$ cat src/rtl/f2h_arb_pkg.sv
// rtl/f2h_arb_pkg.sv - shared types for the f2h_sdram read arbiter
//
// Purpose: requester id type, outstanding-burst FIFO entry and requester
// id constants, shared by arb_id_fifo and f2h_sdram_rd_arbiter.
// No ports.

package f2h_arb_pkg;

  // Width of the burst field stored per outstanding burst. It must match
  // the BURST_W parameter of f2h_sdram_rd_arbiter.
  localparam int ENTRY_BURST_W = 8;

  typedef logic req_id_t;

  localparam req_id_t REQ_M0 = 1'b0;
  localparam req_id_t REQ_M1 = 1'b1;

  typedef struct packed {
    req_id_t                  id;
    logic [ENTRY_BURST_W-1:0] burst;
  } fifo_entry_t;

endpackage : f2h_arb_pkg

$ cat src/rtl/arb_id_fifo.sv
// rtl/arb_id_fifo.sv - synchronous FIFO of outstanding burst ids
//
// Purpose: remembers which requester issued each accepted burst and its
// length, oldest first, so returning beats can be routed.
// Ports:
//   clk, rst   clock, asynchronous active-high reset
//   push       write push_data (ignored when full)
//   push_data  entry to queue
//   pop        drop the head entry (ignored when empty)
//   head       oldest entry (valid when !empty)
//   full       count == DEPTH
//   empty      count == 0
//   count      number of queued entries

module arb_id_fifo
  import f2h_arb_pkg::*;
#(
  parameter  int DEPTH = 4,
  localparam int PTR_W = $clog2(DEPTH),
  localparam int CNT_W = PTR_W + 1
) (
  input  logic              clk,
  input  logic              rst,
  input  logic              push,
  input  fifo_entry_t       push_data,
  input  logic              pop,
  output fifo_entry_t       head,
  output logic              full,
  output logic              empty,
  output logic [CNT_W-1:0]  count
);

  fifo_entry_t             mem_q [DEPTH];
  fifo_entry_t             mem_d [DEPTH];
  logic [PTR_W-1:0]        wr_ptr_q, wr_ptr_d;
  logic [PTR_W-1:0]        rd_ptr_q, rd_ptr_d;
  logic [CNT_W-1:0]        count_q, count_d;
  logic                    do_push;
  logic                    do_pop;

  assign full    = (count_q == CNT_W'(DEPTH));
  assign empty   = (count_q == '0);
  assign count   = count_q;
  assign head    = mem_q[rd_ptr_q];
  assign do_push = push && !full;
  assign do_pop  = pop && !empty;

  always_comb begin
    mem_d    = mem_q;
    wr_ptr_d = wr_ptr_q;
    rd_ptr_d = rd_ptr_q;
    count_d  = count_q;
    if (do_push) begin
      mem_d[wr_ptr_q] = push_data;
      wr_ptr_d        = wr_ptr_q + PTR_W'(1);
    end
    if (do_pop) begin
      rd_ptr_d = rd_ptr_q + PTR_W'(1);
    end
    // Push and pop together leave the occupancy unchanged.
    case ({do_push, do_pop})
      2'b10:   count_d = count_q + CNT_W'(1);
      2'b01:   count_d = count_q - CNT_W'(1);
      default: count_d = count_q;
    endcase
  end

  always_ff @(posedge clk or posedge rst) begin
    if (rst) begin
      for (int i = 0; i < DEPTH; i++) begin
        mem_q[i] <= '0;
      end
      wr_ptr_q <= '0;
      rd_ptr_q <= '0;
      count_q  <= '0;
    end else begin
      mem_q    <= mem_d;
      wr_ptr_q <= wr_ptr_d;
      rd_ptr_q <= rd_ptr_d;
      count_q  <= count_d;
    end
  end

endmodule : arb_id_fifo

$ cat src/rtl/f2h_sdram_rd_arbiter.sv
// rtl/f2h_sdram_rd_arbiter.sv - two-requester arbiter for the f2h_sdram read port
//
// Purpose: round-robin command arbitration between requester m0 (frame
// reader) and m1 (secondary client) onto one Avalon-MM read port, with
// the grant locked while the port stalls, and routing of returned beats
// to the requester that issued each burst.
// Optional build macro: F2H_ARB_STATS_EN adds saturating counters
// stat_grants0, stat_grants1 and stat_stall.
// Ports:
//   clk, rst                    clock, asynchronous active-high reset
//   m0_* / m1_*                 requester Avalon-MM read slaves
//                               (address, burstcount, read, waitrequest,
//                               readdata, readdatavalid)
//   sdram_*                     Avalon-MM read master to f2h_sdram
//   stat_grants0/1, stat_stall  (F2H_ARB_STATS_EN only) accept counts per
//                               requester, cycles with a request but no accept

module f2h_sdram_rd_arbiter
  import f2h_arb_pkg::*;
#(
  parameter int ADDR_W          = 29,
  parameter int DATA_W          = 64,
  parameter int BURST_W         = 8,
  parameter int MAX_OUTSTANDING = 4
) (
  input  logic               clk,
  input  logic               rst,

  input  logic [ADDR_W-1:0]  m0_address,
  input  logic [BURST_W-1:0] m0_burstcount,
  input  logic               m0_read,
  output logic               m0_waitrequest,
  output logic [DATA_W-1:0]  m0_readdata,
  output logic               m0_readdatavalid,

  input  logic [ADDR_W-1:0]  m1_address,
  input  logic [BURST_W-1:0] m1_burstcount,
  input  logic               m1_read,
  output logic               m1_waitrequest,
  output logic [DATA_W-1:0]  m1_readdata,
  output logic               m1_readdatavalid,

  output logic [ADDR_W-1:0]  sdram_address,
  output logic [BURST_W-1:0] sdram_burstcount,
  output logic               sdram_read,
  input  logic               sdram_waitrequest,
  input  logic [DATA_W-1:0]  sdram_readdata,
  input  logic               sdram_readdatavalid
`ifdef F2H_ARB_STATS_EN
  ,
  output logic [31:0]        stat_grants0,
  output logic [31:0]        stat_grants1,
  output logic [31:0]        stat_stall
`endif
);

  localparam int CNT_W = $clog2(MAX_OUTSTANDING) + 1;

  req_id_t            prio_q, prio_d;
  req_id_t            grant_q, grant_d;
  logic               locked_q, locked_d;
  logic [BURST_W-1:0] beat_cnt_q, beat_cnt_d;

  req_id_t            sel;
  logic               sel_read;
  logic               issue;
  logic               accept;
  logic               stall_hold;
  logic               sel_wait;
  logic               resp_hit;
  logic               last_beat;

  fifo_entry_t        push_entry;
  fifo_entry_t        head;
  logic               fifo_full;
  logic               fifo_full_flag;
  logic               fifo_empty;
  logic [CNT_W-1:0]   fifo_count;

  // ---------------------------------------------------------------------
  // Command arbitration (combinational, zero-cycle request to command)
  // ---------------------------------------------------------------------
  always_comb begin
    sel = REQ_M0;
    if (locked_q) begin
      // A stalled command must be held unchanged until accepted.
      sel = grant_q;
    end else if (m0_read && m1_read) begin
      sel = prio_q;
    end else if (m1_read) begin
      sel = REQ_M1;
    end
  end

  assign fifo_full  = (fifo_count == CNT_W'(MAX_OUTSTANDING));
  assign sel_read   = (sel == REQ_M1) ? m1_read : m0_read;
  // No bypass when full: a pop in the same cycle does not free a slot early.
  assign issue      = sel_read && !fifo_full && !rst;
  assign accept     = issue && !sdram_waitrequest;
  assign stall_hold = issue && sdram_waitrequest;
  assign sel_wait   = sdram_waitrequest || fifo_full;

  assign sdram_read       = issue;
  assign sdram_address    = (sel == REQ_M1) ? m1_address    : m0_address;
  assign sdram_burstcount = (sel == REQ_M1) ? m1_burstcount : m0_burstcount;

  assign m0_waitrequest = rst || (sel != REQ_M0) || sel_wait;
  assign m1_waitrequest = rst || (sel != REQ_M1) || sel_wait;

  always_comb begin
    prio_d   = prio_q;
    grant_d  = grant_q;
    locked_d = locked_q;
    if (accept) begin
      prio_d   = ~sel;
      locked_d = 1'b0;
    end else if (stall_hold) begin
      locked_d = 1'b1;
      grant_d  = sel;
    end
  end

  // ---------------------------------------------------------------------
  // Outstanding-burst tracking and response routing
  // ---------------------------------------------------------------------
  assign push_entry.id    = sel;
  assign push_entry.burst = sdram_burstcount;

  arb_id_fifo #(
    .DEPTH (MAX_OUTSTANDING)
  ) u_id_fifo (
    .clk       (clk),
    .rst       (rst),
    .push      (accept && !fifo_full_flag),
    .push_data (push_entry),
    .pop       (last_beat),
    .head      (head),
    .full      (fifo_full_flag),
    .empty     (fifo_empty),
    .count     (fifo_count)
  );

  // Beats arriving with nothing outstanding (e.g. tail of a burst issued
  // before a reset) are dropped.
  assign resp_hit  = sdram_readdatavalid && !fifo_empty && !rst;
  assign last_beat = resp_hit && ((beat_cnt_q + BURST_W'(1)) == head.burst);

  always_comb begin
    beat_cnt_d = beat_cnt_q;
    if (last_beat) begin
      beat_cnt_d = '0;
    end else if (resp_hit) begin
      beat_cnt_d = beat_cnt_q + BURST_W'(1);
    end
  end

  assign m0_readdatavalid = resp_hit && (head.id == REQ_M0);
  assign m1_readdatavalid = resp_hit && (head.id == REQ_M1);
  assign m0_readdata      = sdram_readdata;
  assign m1_readdata      = sdram_readdata;

`ifdef F2H_ARB_STATS_EN
  // ---------------------------------------------------------------------
  // Saturating statistics counters
  // ---------------------------------------------------------------------
  logic [31:0] stat_grants0_q, stat_grants0_d;
  logic [31:0] stat_grants1_q, stat_grants1_d;
  logic [31:0] stat_stall_q,   stat_stall_d;

  always_comb begin
    stat_grants0_d = stat_grants0_q;
    stat_grants1_d = stat_grants1_q;
    stat_stall_d   = stat_stall_q;
    if (accept && (sel == REQ_M0) && (stat_grants0_q != 32'hFFFF_FFFF)) begin
      stat_grants0_d = stat_grants0_q + 32'd1;
    end
    if (accept && (sel == REQ_M1) && (stat_grants1_q != 32'hFFFF_FFFF)) begin
      stat_grants1_d = stat_grants1_q + 32'd1;
    end
    if ((m0_read || m1_read) && !accept && (stat_stall_q != 32'hFFFF_FFFF)) begin
      stat_stall_d = stat_stall_q + 32'd1;
    end
  end

  always_ff @(posedge clk or posedge rst) begin
    if (rst) begin
      stat_grants0_q <= '0;
      stat_grants1_q <= '0;
      stat_stall_q   <= '0;
    end else begin
      stat_grants0_q <= stat_grants0_d;
      stat_grants1_q <= stat_grants1_d;
      stat_stall_q   <= stat_stall_d;
    end
  end

  assign stat_grants0 = stat_grants0_q;
  assign stat_grants1 = stat_grants1_q;
  assign stat_stall   = stat_stall_q;
`endif

  // ---------------------------------------------------------------------
  // State registers
  // ---------------------------------------------------------------------
  always_ff @(posedge clk or posedge rst) begin
    if (rst) begin
      prio_q     <= REQ_M0;
      grant_q    <= REQ_M0;
      locked_q   <= 1'b0;
      beat_cnt_q <= '0;
    end else begin
      prio_q     <= prio_d;
      grant_q    <= grant_d;
      locked_q   <= locked_d;
      beat_cnt_q <= beat_cnt_d;
    end
  end

endmodule : f2h_sdram_rd_arbiter

$ cat config.mk
export PLATFORM = sky130hd
export DESIGN_NAME = f2h_sdram_rd_arbiter
export DESIGN_NICKNAME = d
export VERILOG_FILES = /design/src/rtl/f2h_arb_pkg.sv /design/src/rtl/arb_id_fifo.sv /design/src/rtl/f2h_sdram_rd_arbiter.sv
export SDC_FILE = /design/constraint.sdc
export NUM_CORES = 1
export LEC_CHECK = 0
export ABC_AREA = 1
export BUFFER_PORTS_ARGS = -buffer_cell sky130_fd_sc_hd__buf_2
export CORE_AREA = 2 2 123 125
export CTS_BUF_LIST = sky130_fd_sc_hd__clkbuf_16
export DETAILED_ROUTE_END_ITERATION = 7
export DIE_AREA = 0 0 125 127
export GPL_ROUTABILITY_DRIVEN = 0
export SETUP_SLACK_MARGIN = 0.02
export SLEW_MARGIN = 15
export SYNTH_ARGS = -nofsm -noshare
export SYNTH_HDL_FRONTEND = slang
export SYNTH_SLANG_ARGS = --single-unit
export TNS_END_PERCENT = 5
$ cat constraint.sdc
create_clock -name clk -period 3.1 [get_ports clk]
set_input_delay 0.155 -clock clk [delete_from_list [all_inputs] [get_ports clk]]
set_output_delay 0.155 -clock clk [all_outputs]
set_load 0.1 [all_outputs]
==> results of run 1 <==
[per-layer routing]
| layer | vias to the layer above | global-route usage (%) |
|---|---|---|
| met5 | - | 8.050 |
| met1 | 1576 | 19.86 |
| li1 | 1843 | - |
| met4 | 4 | 2.876 |
| met2 | 227 | 27.46 |
| met3 | 12 | 9.338 |
[through the flow]
| step | cells | hold WS [ps] |
|---|---|---|
| 6_report | 817 | 91.20 |
| 5_1_grt | 817 | 171.2 |
| 4_1_cts | 817 | 129.0 |
| 3_5_place_dp | 809 | 311.0 |
| 3_3_place_gp | 809 | 311.0 |
| 2_1_floorplan | 643 | 307.4 |
[area by class of cell]
cell class                 instances  area (um^2)
tap                              184        230.2
multi-input combinational        403         1898
fill                            1628         9849
inverter                          40        150.1
timing repair buffer             128        778.2
clock inverter                     3        41.29
sequential                        54         1351
clock buffer                       5        125.1
[cell usage after synthesis (all sizes together)]
cell type / count
nand2: 270
buf: 143
dfrtp: 54
o21ai: 45
nand3: 43
inv: 39
nor2: 16
and2: 8
ha: 6
clkbuf: 3
nand4: 3
xor2: 3
a21oi: 2
nor3: 2
a32oi: 1
clkinv: 1
fa: 1
o211ai: 1
o31ai: 1
xnor2: 1
[path summary, 6_finish.rpt]
check / to / start
setup reg to reg: u_id_fifo.count[2] / beat_cnt_q[0]
min in group clk: locked_q / sdram_waitrequest
max in group asynchronous: u_id_fifo.mem_q[6] / rst
hold / removal: beat_cnt_q[3] / rst
setup / recovery: u_id_fifo.count[2] / beat_cnt_q[0]
hold reg to reg: u_id_fifo.mem_q[0] / u_id_fifo.mem_q[0]
[logic make-up after synthesis]
| group | synth area share (%) |
|---|---|
| AO/OA/AOI/OAI | 5.942 |
| flip-flops | 30.41 |
| AND/OR/NAND/NOR | 33.74 |
| XOR/XNOR | 0.7887 |
| buffers and inverters | 26.98 |
| adder cells (fa/ha/maj) | 2.140 |
[worst max-delay path: cells and delay by family (launching register included)]
kind                       cells  cell delay (ps)
buffers and inverters          2              150
xor gates and xnor gates       1              150
and+or+nand+nor                7              940
AOI/OAI and AO/OA              2              240
DFF                            1              400
adders and majority gates      3              730
[where the power goes]
part / total (mW) / leakage [nW] / internal (mW) / switching (mW)
Combinational: 3.71 / 1.76 / 0.862 / 2.85
Clock: 0.637 / 0.0812 / 0.379 / 0.258
Sequential: 1.19 / 0.695 / 0.993 / 0.194
Total: 5.53 / 2.54 / 2.23 / 3.30
[sequential cells by signal, summed over array words and instances, names as in the netlist]
name,flops
u_id_fifo.mem_q,36
grant_q,1
u_id_fifo.count,3
beat_cnt_q,8
locked_q,1
u_id_fifo.wr_ptr_q,2
prio_q,1
u_id_fifo.rd_ptr_q,2
==> flow_summary.ini, run 1 <==
[layout]
finish.utilization_pct = 31.71
area_delta_synth_final_pct = 2.957
design_area_um2 = 4574
final_nets = 783
antennaDiodeCount = 0
final_common_cell = nand2_1
drive_above_1_share_pct = 25.91
final_cell_mix = nand2_1, buf_2, dfrtp_1

[power]
total_power_mw = 5.532
power.density_nw_per_um2 = 1209
ir_worst_vdd_mv = 1.045
power_leakage_nw = 2.539

[global_routing]
grt_pass1_wl_mm = 20.93
grt_overflow = 0
track_usage_pct = 17.08
grt_pass1_vias = 3475
antenna_found_initial = 0
grt_start_max_net_pins = 55

[clock_tree]
htreeDepth = 2
clk_latency_ps = 290
post-cts-setup-buffers = 0
cts_resized = 0
clkSlewWorstSetupHoldPaths_ps = 70
ctsRootBufferMaster = clkbuf_16
cts.sinks = 54
clockBufferDepth = 2
hold_buffers = 0
numCtsBuffers = 5
cts_tree = yes

[floorplanning]
die_w_um = 125
fp.coreArea_um2 = 14420
fp-row-count = 44
io_pins = 314
die_area_um2 = 15880
start_util_pct = 30.80
chipHeight_um = 127

[detailed_routing]
wl_mm = 13.91
top_layer = met5
met1_length_mm = 5.302
viasPerCell = 4.482
first_iter_violations = 239
routed-wl-met3_mm = 1.756
drc = 0
wl_per_cell_um = 17.02
met2_length_mm = 6.603
ant_nets = 0
dr.pass1.iters = 4
num_vias = 3662

[critical_path]
cpMaxStageDelayCell = dfrtp_1
cpPeakStageDelay_ps = 400
start_kind = flop
worstSetupEndpointType = flop
critPathRequiredTime_ps = 3260
critical_path.cell_chain = ha_1 -> nand3_1 -> nor2_1 -> nand2_1 -> nand3_1 -> nand2_1 -> nor2_2 -> nand4_1 -> inv_1 -> ha_1 -> inv_1 -> fa_1 -> a21oi_1 -> o21ai_0 -> xor2_1
reg2reg_slack_ps = 370
reg2reg_depth = 15
worstPathMaxFanout = 4
worst_ep_arrival_time_ps = 2900
crit_type = flop to flop

[yosys]
synth_top_cell_by_area = dfrtp_1
ys_seq_elements = 54
seq_area_frac_synth_pct = 30.41
synth_area_um2 = 4443
avgSynthCellArea_um2 = 6.910
synth.area.top_cells = dfrtp_1, nand2_1, buf_4
synth_cells = 643
yosysUniqueCellTypes = 32
syn-num-nets = 794
ys_warn_count = 0
synth_top_area_share_pct = 30.41

[run]
drv_cap = 0

[timing]
finalWorstSetupSlack_ps = 367.3
setup_viol = 0
rsz0062_at_grt = false
max_freq_mhz = 365.9
period_needed_ps = 2733
worstMarginPinSlew_ps = 682.2
tns_ps = 0
max_slew_margin_pct = 54.52
post-route-period-util_pct = 88.15
skew_ps = 8.795
hold_viol_final = 0
slew_viol_final = 0

[status]
run_status = finished clean

[place]
place_area_um2 = 4408
dp_hpwl_mm = 11.39
io_buffers = 121
dp_slack_ps = 412.4

[worst_hold_path]
hp-class = primary input to asynchronous set/reset pin
Note: power is estimated with default switching activity, not from simulation.
==> run 2: changes to the inputs <==
--- a/config.mk
+++ b/config.mk
@@ -7,12 +7,13 @@
 export LEC_CHECK = 0
 export ABC_AREA = 1
 export BUFFER_PORTS_ARGS = -buffer_cell sky130_fd_sc_hd__buf_2
-export CORE_AREA = 2 2 123 125
+export CORE_AREA = 5 5 119 121
 export CTS_BUF_LIST = sky130_fd_sc_hd__clkbuf_16
 export DETAILED_ROUTE_END_ITERATION = 7
-export DIE_AREA = 0 0 125 127
+export DIE_AREA = 0 0 124 126
 export GPL_ROUTABILITY_DRIVEN = 0
-export SETUP_SLACK_MARGIN = 0.02
+export PLACE_DENSITY = 0.69
+export SETUP_SLACK_MARGIN = 0.5
 export SLEW_MARGIN = 15
 export SYNTH_ARGS = -nofsm -noshare
 export SYNTH_HDL_FRONTEND = slang
==> run 2 against run 1 <==
Critical path type unchanged. Critical endpoint unchanged. Total power grew 3.2%. Non-clock buffer count grew 12. Largest power group unchanged. Core utilization grew 4.6 points. Sequential cell count is the same. Combinational power grew 5%. Clock skew shrank 2.5 ps. First-iteration DRC count shrank 2.1%.
==> flow_summary.ini, run 2 (same netlist as run 1, synthesis figures left out) <==
[floorplanning]
fp-row-count = 42
io_pins = 314
die_w_um = 124
start_util_pct = 34.23
fp.coreArea_um2 = 12980
die_area_um2 = 15620
chipHeight_um = 126

[worst_hold_path]
hp-class = primary input to asynchronous set/reset pin

[global_routing]
use_met2_pct = 26.44
track_usage_pct = 17.99
grt_start_max_net_pins = 55
grt_use_met1_pct = 22.50
grt_overflow = 0
gr-max-usage-layer = met2
grt_pass1_vias = 3618
antenna_found_initial = 0
grtUsageMet3_pct = 9.013
grt_pass1_wl_mm = 21.20

[power]
switchingPower_mw = 3.431
power_leakage_nw = 2.575
swShare_pct = 60.09
power_frac_seq_pct = 21.4
comb_power_share_pct = 68.2
intPower_mw = 2.279
total_power_mw = 5.711
power.density_nw_per_um2 = 1211
ir_worst_vdd_mv = 1.271
clkPwrFrac_pct = 10.4

[critical_path]
cp_num_buf_inv = 3
cpMaxStageDelayCell = dfrtp_2
worstSetupEndpointType = flop
worstPathMaxFanout = 5
reg2reg_depth = 15
crit_type = flop to flop
cpPeakStageDelay_ps = 520
start_kind = flop
reg2reg_slack_ps = 600
timing.rr.start = u_id_fifo.rd_ptr_q[0]
crit_family = simple AND/OR/NAND/NOR gates
timing.rr.end = u_id_fifo.count[2]
critPathRequiredTime_ps = 3280
critical_path.cell_chain = buf_12 -> nand2_1 -> nand3_1 -> nand2_1 -> nand3_1 -> nand2_2 -> nor2_4 -> nand4_1 -> inv_1 -> ha_1 -> inv_1 -> fa_2 -> a21oi_1 -> o21ai_1 -> xor2_1
worst_ep_arrival_time_ps = 2670

[layout]
regMostFlops = u_id_fifo.mem_q
fillers = 1383
antennaDiodeCount = 0
final_cell_mix = nand2_1, buf_2, dfrtp_1
final_nets = 796
drive_above_1_share_pct = 30.80
area_delta_synth_final_pct = 6.111
layout.cells.non_filler = 822
final_common_cell = nand2_1
largest_register_ffs = 36

[detailed_routing]
dr.pass1.iters = 4
first_iter_violations = 234
wl_per_cell_um = 17.65
wl_mm = 14.51
viasPerCell = 4.727
drc = 0
num_vias = 3886
ant_nets = 0

[clock_tree]
numCtsBuffers = 5
clk_latency_ps = 300
clkSlewWorstSetupHoldPaths_ps = 70
htreeDepth = 2
cts_tree = yes
ctsRootBufferMaster = clkbuf_16
clockBufferDepth = 2
cts.sinks = 54
hold_buffers = 0

[place]
placedCellCount = 801
dp_hpwl_mm = 11.34
io_buffers = 121

[status]
run_status = finished clean

[timing]
max_freq_mhz = 400.4
skew_ps = 6.246
hold_viol_final = 0
post-route-period-util_pct = 80.57
timing.hold.ws_ps = 94.66
max_slew_margin_pct = 53.58
worstMarginPinSlew_ps = 696.3
slew_viol_final = 0
setup_viol = 0
rsz0062_at_grt = true
period_needed_ps = 2498
tns_ps = 0

[run]
drv_cap = 0
-- run 2: cell types whose count changed in the layout (fill, tap and decap cells not counted), sizes merged --
cell      change
buf          +10
clkbuf        +2
inv           -1
bufinv        -1
clkinvlp      +3
-- run 2: area by class of cell --
type,instances,area [um^2],share of cell area (%)
Timing Repair Buffer,140,855.8,18.15
Clock inverter,3,27.53,0.5839
Inverter,40,167.7,3.556
Timing Repair inverter,1,7.507,0.1592
Multi-Input combinational cell,403,1953,41.43
Clock buffer,5,125.1,2.654
Sequential cell,54,1358,28.80
Tap cell,176,220.2,4.671
-- run 2: how the worst max path moves through the flow --
stage | cells past startpoint | from | end | slack, ps
floorplan | 12 | rst | u_id_fifo.count[2] | 520
global placement | 15 | beat_cnt_q[0] | u_id_fifo.count[2] | 410
detailed placement | 15 | beat_cnt_q[0] | u_id_fifo.count[2] | 300
CTS | 17 | beat_cnt_q[1] | u_id_fifo.count[2] | 510
global route | 17 | u_id_fifo.rd_ptr_q[0] | u_id_fifo.count[2] | 460
finish | 15 | u_id_fifo.rd_ptr_q[0] | u_id_fifo.count[2] | 600
-- run 2: what timing repair did --
| action | in CTS | in global routing |
|---|---|---|
| pin swaps | 3 | 5 |
| gates resized for setup | 7 | 26 |
| setup endpoints to repair | 1 | 1 |
| gates cloned | 0 | 3 |
| setup buffers | 4 | 6 |
-- run 2: tightest hold or removal path: stages --
cell and delay (ps):
buf_2 130, clkinvlp_4 70, buf_4 540
-- run 2: metrics by stage --
step | cell area [um^2] | util (%) | setup slack, ps
after floorplan | 4447 | - | 524.2
final | 4715 | 36.32 | 602.3
after detailed placement | 4342 | 33.45 | 304.0
after global placement | 4342 | 33.45 | 411.7
after global routing | 4715 | 36.32 | 455.2
after CTS | 4546 | 35.02 | 507.1
-- run 2: metal layers --
layer	up-vias	part of all wire, %	wire length [um]
li1	1880	-	-
met1	1705	39	5629
met2	275	45	6558
met3	22	13	1814
met4	4	2.9	419
met5	-	0.61	88
-- run 2: power groups by stage --
stage | clock network (mW) | registers [mW] | logic, mW
detailed placement | 0 | 1.20 | 3.66
finish | 0.595 | 1.22 | 3.89
CTS | 0.602 | 1.19 | 3.72
global placement | 0 | 1.20 | 3.62
global route | 0.634 | 1.26 | 4.17
floorplan | 0 | 1.15 | 3.67
==> run 3: changes to the inputs <==
==> constraint.sdc (replaced) <==
create_clock -name clk -period 2.4 [get_ports clk]
set_input_delay 0.12 -clock clk [delete_from_list [all_inputs] [get_ports clk]]
set_output_delay 0.12 -clock clk [all_outputs]
set_load 0.1 [all_outputs]
==> run 3 against run 2 <==
The run now ends with negative setup slack left. Clock power rose by 24%. Worst setup slack lost 670 ps. Die area unchanged. Critical path depth grew 2. Total power is 50% higher. Clock skew rose by 3.6 ps. Non-clock buffer count increased by 12. Critical endpoint unchanged. Largest cell class unchanged.
==> flow_summary.ini, run 3 (same netlist as run 1, synthesis figures left out) <==
[detailed_routing]
dr.pass1.iters = 4
drc = 0
num_vias = 3913
wl_mm = 14.10
ant_nets = 0
wl_per_cell_um = 16.94
first_iter_violations = 211
viasPerCell = 4.703

[timing]
hold_viol_final = 0
finalWorstSetupSlack_ps = -68.39
worstMarginPinSlew_ps = 698.2
period_needed_ps = 2468
rsz0062_at_grt = true
slew_viol_final = 0
max_freq_mhz = 405.1
setup_viol = 1
post-route-period-util_pct = 102.8
max_slew_margin_pct = 53.46
skew_ps = 9.861

[clock_tree]
hold_buffers = 0
clk_latency_ps = 300
ctsRootBufferMaster = clkbuf_16
numCtsBuffers = 5
cts.sinks = 54
cts_tree = yes
clkSlewWorstSetupHoldPaths_ps = 70
clockBufferDepth = 2
htreeDepth = 2

[power]
power_leakage_nw = 2.870
ir_worst_vdd_mv = 0.9753
total_power_mw = 8.573
power.density_nw_per_um2 = 1547

[global_routing]
grt_pass1_vias = 3628
track_usage_pct = 17.50
grt_start_max_net_pins = 55
antenna_found_initial = 0
grt_pass1_wl_mm = 20.89
grt_overflow = 0

[critical_path]
critPathRequiredTime_ps = 2570
crit_top_cell = nand2_2
crit_family = simple AND/OR/NAND/NOR gates
cp_num_buf_inv = 4
cpPeakStageDelay_ps = 430
critical_path.cell_chain = buf_8 -> buf_6 -> nand2_2 -> nand3_2 -> nand2_2 -> nand2_1 -> nand2_1 -> nand2_2 -> nor2_4 -> nand4_1 -> inv_2 -> ha_4 -> inv_2 -> fa_2 -> a21oi_2 -> o21ai_1 -> xor2_1
crit_type = flop to flop
start_kind = flop
cpMaxStageDelayCell = dfrtp_2
worstSetupEndpointType = flop
worst_ep_arrival_time_ps = 2640
worstPathMaxFanout = 8

[layout]
drive_above_1_share_pct = 40.24
area_delta_synth_final_pct = 24.73
regMostFlops = u_id_fifo.mem_q
antennaDiodeCount = 0
final_cell_mix = nand2_1, buf_2, dfrtp_1
design_area_um2 = 5542
final_nets = 807
largest_register_ffs = 36
fillers = 1311
final_common_cell = nand2_1

[run]
drv_cap = 0

[floorplanning]
die_w_um = 124
start_util_pct = 34.23
chipHeight_um = 126
fp.coreArea_um2 = 12980
fp-row-count = 42
io_pins = 314
die_area_um2 = 15620

[place]
place_area_um2 = 5066
io_buffers = 121
dp_hpwl_mm = 11.24

[status]
run_status = complete, but fails checks
failed_checks = negative setup slack

[worst_hold_path]
hp-class = primary input to asynchronous set/reset pin
## run 3: changes by cell type in the layout (fill, tap and decap cells not counted), sizes merged
cell and delta:
buf +14, clkbuf -2, clkinv +1, clkinvlp -3
## run 3: final timing paths
path	startpoint	to	slack (ps)	cells after the start
max	u_id_fifo.rd_ptr_q[0]	u_id_fifo.count[2]	-70	17
min	rst	u_id_fifo.count[0]	90	3
max reg2reg	u_id_fifo.rd_ptr_q[0]	u_id_fifo.count[2]	-70	17
min reg2reg	u_id_fifo.mem_q[10]	u_id_fifo.mem_q[10]	500	2
max in group asynchronous	rst	u_id_fifo.rd_ptr_q[0]	1790	3
min in group clk	sdram_waitrequest	locked_q	190	3
## run 3: worst register-to-register path, cell delays in order (launching register included)
cell	delay (ps)
dfrtp_2	430
buf_8	140
buf_6	130
nand2_2	60
nand3_2	80
nand2_2	80
nand2_1	50
nand2_1	70
nand2_2	60
nor2_4	110
nand4_1	160
inv_2	110
ha_4	130
inv_2	40
fa_2	360
a21oi_2	120
o21ai_1	80
xor2_1	140
## run 3: area by class of cell
| cell class | count | area, um^2 | share of cell area, % |
|---|---|---|---|
| clock buffers | 5 | 125.1 | 2.258 |
| clock inverters | 2 | 17.52 | 0.3161 |
| inverters | 40 | 182.7 | 3.296 |
| multi-input cells | 403 | 2122 | 38.29 |
| flip-flops and latches | 54 | 1358 | 24.50 |
| well taps | 176 | 220.2 | 3.974 |
| repair buffers | 152 | 1516 | 27.37 |
## run 3: metal layers
layer | vias to the layer above | track usage [%] | routed length (um)
met3 | 10 | 8.117 | 1418
met2 | 231 | 28.64 | 7029
met5 | - | 5.921 | 117
li1 | 1892 | - | -
met4 | 4 | 2.191 | 69
met1 | 1776 | 21.20 | 5461
## run 3: repair_timing
item                                    CTS  global route
pin swaps                                 1            29
setup buffers                             2             7
endpoints found under the setup margin   33            27
gates cloned                              0             0
resized for setup                        40            67
## run 3: power by group
group | internal [mW] | total [mW] | switching [mW] | leakage (nW)
combinational | 2.23 | 6.25 | 4.03 | 2.11
clock | 0.390 | 0.735 | 0.345 | 0.0707
sequential | 1.29 | 1.59 | 0.295 | 0.689
total | 3.91 | 8.57 | 4.67 | 2.87
## run 3: through the flow
stage               TNS, ps  worst slack, ps  std cells  hold slack, ps  util, %
global route         -255.6           -206.5        832           173.2    42.69
global placement     -30.82           -30.82        816           241.0    39.03
detailed placement   -68.55           -68.55        816           241.0    39.03
floorplan                 0            15.81        643           195.7        -
finish               -68.39           -68.39        832           91.53    42.69
CTS                  -39.43           -39.43        825           132.4    40.79
